File: src/rtl/detect_event_logger.sv
// Purpose: timestamps each detector strobe with a free-running cycle counter and
// queues the timestamps in a small first-word-fall-through FIFO drained over
// valid/ready. It also keeps a saturating detection count and a sticky overflow
// flag that records when an event was dropped because the FIFO was full.
//
// Ports:
//   clk        clock
//   rst        synchronous active-high reset
//   detected   detection strobe, one event per cycle it is high
//   clear      synchronous clear of count and overflow (FIFO untouched)
//   ts_valid   FIFO non-empty; ts_data holds the oldest entry
//   ts_ready   consumer accept; pop when ts_valid && ts_ready
//   ts_data    head timestamp, 0 when empty
//   fifo_level number of stored entries, 0..DEPTH
//   count      saturating detection count since reset/clear
//   overflow   sticky dropped-event flag
module detect_event_logger #(
    parameter int unsigned TS_W  = 16,
    parameter int unsigned DEPTH = 4,
    parameter int unsigned CNT_W = 8
) (
    input  logic                     clk,
    input  logic                     rst,
    input  logic                     detected,
    input  logic                     clear,
    output logic                     ts_valid,
    input  logic                     ts_ready,
    output logic [TS_W-1:0]          ts_data,
    output logic [$clog2(DEPTH):0]   fifo_level,
    output logic [CNT_W-1:0]         count,
    output logic                     overflow
);

    localparam int unsigned PTR_W = $clog2(DEPTH);
    localparam int unsigned LVL_W = PTR_W + 1;

    logic [TS_W-1:0]  ts_cnt;
    logic [TS_W-1:0]  mem [DEPTH];
    logic [PTR_W-1:0] rd_ptr;
    logic [PTR_W-1:0] wr_ptr;
    logic [LVL_W-1:0] level;
    logic [CNT_W-1:0] cnt;
    logic             ovf;

    logic             pop;
    logic             push;
    logic             drop;
    logic             full;
    logic [LVL_W-1:0] level_nxt;
    logic [CNT_W-1:0] cnt_nxt;
    logic             ovf_nxt;

    // Handshake decode; a pop frees the slot so a push into a full FIFO still lands.
    always_comb begin
        full      = (level == LVL_W'(DEPTH));
        pop       = (level != '0) && ts_ready;
        push      = detected && (!full || pop);
        drop      = detected && full && !pop;
        level_nxt = level;
        if (push && !pop) begin
            level_nxt = level + LVL_W'(1);
        end else if (pop && !push) begin
            level_nxt = level - LVL_W'(1);
        end
        cnt_nxt = cnt;
        if (clear) begin
            cnt_nxt = detected ? CNT_W'(1) : '0;
        end else if (detected && (cnt != {CNT_W{1'b1}})) begin
            cnt_nxt = cnt + CNT_W'(1);
        end
        ovf_nxt = clear ? drop : (ovf | drop);
    end

    // Control state: counter, pointers, level and status.
    always_ff @(posedge clk) begin
        if (rst) begin
            ts_cnt <= '0;
            rd_ptr <= '0;
            wr_ptr <= '0;
            level  <= '0;
            cnt    <= '0;
            ovf    <= 1'b0;
        end else begin
            ts_cnt <= ts_cnt + TS_W'(1);
            if (pop) begin
                rd_ptr <= rd_ptr + PTR_W'(1);
            end
            if (push) begin
                wr_ptr <= wr_ptr + PTR_W'(1);
            end
            level <= level_nxt;
            cnt   <= cnt_nxt;
            ovf   <= ovf_nxt;
        end
    end

    // Storage needs no reset: its contents are only visible while level is non-zero.
    always_ff @(posedge clk) begin
        if (!rst && push) begin
            mem[wr_ptr] <= ts_cnt;
        end
    end

    // Outputs decode registered state only.
    assign ts_valid   = (level != '0);
    assign ts_data    = ts_valid ? mem[rd_ptr] : '0;
    assign fifo_level = level;
    assign count      = cnt;
    assign overflow   = ovf;

endmodule

File: config.mk
export PLATFORM = sky130hd
export DESIGN_NAME = detect_event_logger
export DESIGN_NICKNAME = d
export VERILOG_FILES = /design/src/rtl/detect_event_logger.sv
export SDC_FILE = /design/constraint.sdc
export NUM_CORES = 1
export LEC_CHECK = 0
export CAP_MARGIN = 20
export CORE_MARGIN = 2
export CORE_UTILIZATION = 45
export CTS_BUF_LIST = sky130_fd_sc_hd__clkbuf_4 sky130_fd_sc_hd__clkbuf_8 sky130_fd_sc_hd__clkbuf_16
export CTS_CLUSTER_SIZE = 28
export DETAILED_ROUTE_END_ITERATION = 6
export PLACE_DENSITY_LB_ADDON = 0.25
export SLEW_MARGIN = 20
export SYNTH_ARGS = -nofsm -noshare
export SYNTH_HDL_FRONTEND = slang
export SYNTH_SLANG_ARGS = --single-unit
File: constraint.sdc
create_clock -name clk -period 2.9 [get_ports clk]
set_clock_uncertainty 0.15 [all_clocks]
set_input_delay 0.29 -clock clk [delete_from_list [all_inputs] [get_ports clk]]
set_output_delay 0.29 -clock clk [all_outputs]
set_load 0.05 [all_outputs]
==> metrics.md <==
| Metric | Value |
|---|---|
| RSZ-0062 raised after global routing | `false` |
| Post-route ant nets | `0` |
| Initial antenna violation count | `0` |
| Final setup violating endpoints | `0` |
| Share of cells above drive strength 1 | `20.43%` |
| Leading cell type in the layout, fill and taps excluded | `edfxtp_1` |
| Fmax | `0.4028 GHz` |
| H-tree Lvls | `3` |
| Run status | `complete, no violations` |
| Crit path max-delay cell type | `clkdlybuf4s50_1` |
| Critical path class | `reg2out` |
| Max-slew violation count | `0` |
| Post-synth cell types | `44` |
| Min Tclk post-route | `2.483 ns` |
| Die footprint | `9749 µm²` |
| Vias in the first global route | `2,364` |
| Num CTS Buffers | `9` |
| Most frequent cells in the layout | `edfxtp_1, dfxtp_1, nor2_1` |
| Most used flip-flop cell after synthesis | `edfxtp_1` |
| Relative slew slack | `40.89%` |
| Total inserted antenna cells | `0` |
| GRT Util Overall | `14.99%` |
| Seq/Total Area, Yosys | `64.44%` |
| Fin cells | `431` |
| Placed Cells | `415` |
| Max Cap Viol | `0` |
| Port-buffer cells | `33` |
| FF+latch count, synth | `98` |
| Mapped cell area | `4039 µm²` |
| FILL cells | `716` |
| Clock Pin Slew Worst Setup and Hold Paths | `0.10 ns` |
| Setup tns final | `0 ns` |
| Hold violation count in the final report | `0` |
| Detailed Route Iter0 Violations | `85` |
| Core Region | `8721 µm²` |
| Slew @ Worst Pin | `0.8867 ns` |
| Ports | `34` |
| Critical Path Max Stage Delay | `0.71 ns` |
| Total number of vias | `2,234` |
| Syn. warnings | `0` |
| Synthesis-to-finish area growth | `14.90%` |
| Critical path arrival | `2.04 ns` |
| Syn avg cell area | `14.42 µm²` |
| Worst VDD drop | `0.5972 mV` |
| 1st-pass router iterations | `4` |
| Grt total ovfl | `0` |
| Root Driver | `clkbuf_8` |
| Worst Hold Class | `reg2reg` |
| First-pass GRT wire length | `11,340 µm` |
| DIE WIDTH | `98.74 µm` |
| Required @ worst endpoint | `2.46 ns` |
| Initial Util | `46.31%` |
| Leakage | `1.590 nW` |
| Setup crit end kind | `output pin` |
| CTS tree | `built` |
| Clk sinks | `98` |
| Worst Path Buf+Inv | `2` |
| Area taken by multi-input logic gates | `1359 µm²` |
| Cts hold-fix bufs | `0` |
| Fraction of registers with async set/reset | `0%` |
| FP Rows | `34` |
| Period Utilization, post-route | `85.61%` |
| Skew-Pair Late Insertion Delay | `0.36 ns` |
| CTS resizes | `0` |
| Residual DRC | `0` |
| Final nets | `331` |
| Pwr Density | `837.9 nW/µm²` |
| Cell family with most CP delay | `buffers and inverters` |
| Die Span Y | `98.74 µm` |
| EDFF count, synth | `64` |
| Register Area | `2603 µm²` |
| Placer Congestion | `0.7335` |
| CTS Buffer Depth | `2` |
| Critical path peak fanout | `18` |
| Setup slack at placement | `0.2424 ns` |
| # Post-CTS Setup Buffers | `0` |
| Tot Pwr | `0.003889 W` |
| Detailed Place HPWL | `4369 µm` |
| Largest net degree at the start of global routing | `30` |
| Startpoint Class | `flop` |
| Syn nets | `293` |
| Vias/cell | `5.183` |
| Wire per inst | `15.44 µm` |
| Crit-path cells | `or3_1 -> buf_4 -> clkdlybuf4s50_1` |
| Synth Instances | `280` |
| WL final | `6656 µm` |
| Util after Layout | `53.21%` |
| Worst setup margin | `0.4173 ns` |
## state kept, by name, summed over array words and instances (netlist names), named ones only
register	count
mem	64
ts_cnt	16
count	8
fifo_level	3
rd_ptr	2
wr_ptr	2
overflow	1
## worst register-to-register path, stage by stage (launching register included)
cell and delay, ns:
dfxtp_1 0.38, or3_1 0.38, nand2_1 0.12, ha_1 0.19, inv_1 0.06, fa_1 0.38, xor2_1 0.16, or3_1 0.31
a21oi_1 0.15
## metrics by stage
stage / hold slack [ns] / area (µm²)
global route: 0.4284 / 4641
finish: 0.3946 / 4641
floorplan: 0.3248 / 4039
detailed placement: 0.3736 / 4454
global placement: 0.3566 / 4454
CTS: 0.3991 / 4641
## worst paths after layout
check	start	endpoint	slack, ns	cells after the start
setup / recovery	fifo_level[0]	ts_valid	0.42	3
hold / removal	fifo_level[2]	fifo_level[2]	0.39	2
setup reg to reg	fifo_level[0]	fifo_level[2]	0.57	8
hold reg to reg	fifo_level[2]	fifo_level[2]	0.39	2
## per-layer routing
| layer | routed length, µm | track usage [%] | share of wire, % |
|---|---|---|---|
| met3 | 228 | 3.404 | 3.4 |
| met2 | 3416 | 26.01 | 51 |
| met1 | 2908 | 18.26 | 44 |
| met5 | 0 | 0 | 0 |
| met4 | 102 | 5.796 | 1.5 |
## where the power goes
group	internal, W	switching [W]	total [W]
clock network	0.000330	0.000482	0.000812
logic	0.000527	0.000928	0.00145
registers	0.00157	0.0000564	0.00162
total	0.00242	0.00147	0.00389
## Yosys cell counts (all sizes together) (3+ instances only)
cell type | n | share of area [%]
o21ai | 7 | 0.87
inv | 8 | 0.74
nor4 | 4 | 0.99
xor2 | 7 | 1.5
nand3 | 10 | 1.7
nor3 | 7 | 0.87
and2 | 20 | 3.1
mux2i | 3 | 0.74
nor2 | 31 | 2.9
nand2 | 8 | 0.74
ha | 7 | 2.2
edfxtp | 64 | 48
mux4 | 16 | 8.9
nor2b | 3 | 0.46
nand4 | 4 | 1.1
clkbuf | 7 | 0.68
xnor2 | 12 | 2.6
dfxtp | 34 | 17
a21oi | 5 | 0.62
or3 | 3 | 0.50
buf | 4 | 0.50
## cells by family after synthesis
group | share of synthesized area (%)
adders and majority gates | 2.664
muxes | 10.04
DFF | 64.44
and+or+nand+nor | 13.75
buffers and inverters | 1.921
xor gates and xnor gates | 4.120
AOI/OAI and AO/OA | 3.067
## cell type report
| class | instances | area share, % |
|---|---|---|
| flip-flops and latches | 98 | 56.08 |
| well taps | 108 | 2.912 |
| inverters | 8 | 0.6471 |
| clock inverters | 7 | 1.348 |
| clock buffers | 9 | 2.669 |
| multi-input cells | 163 | 29.28 |
| repair buffers | 38 | 7.064 |
Power figures use the tool's default switching activity.
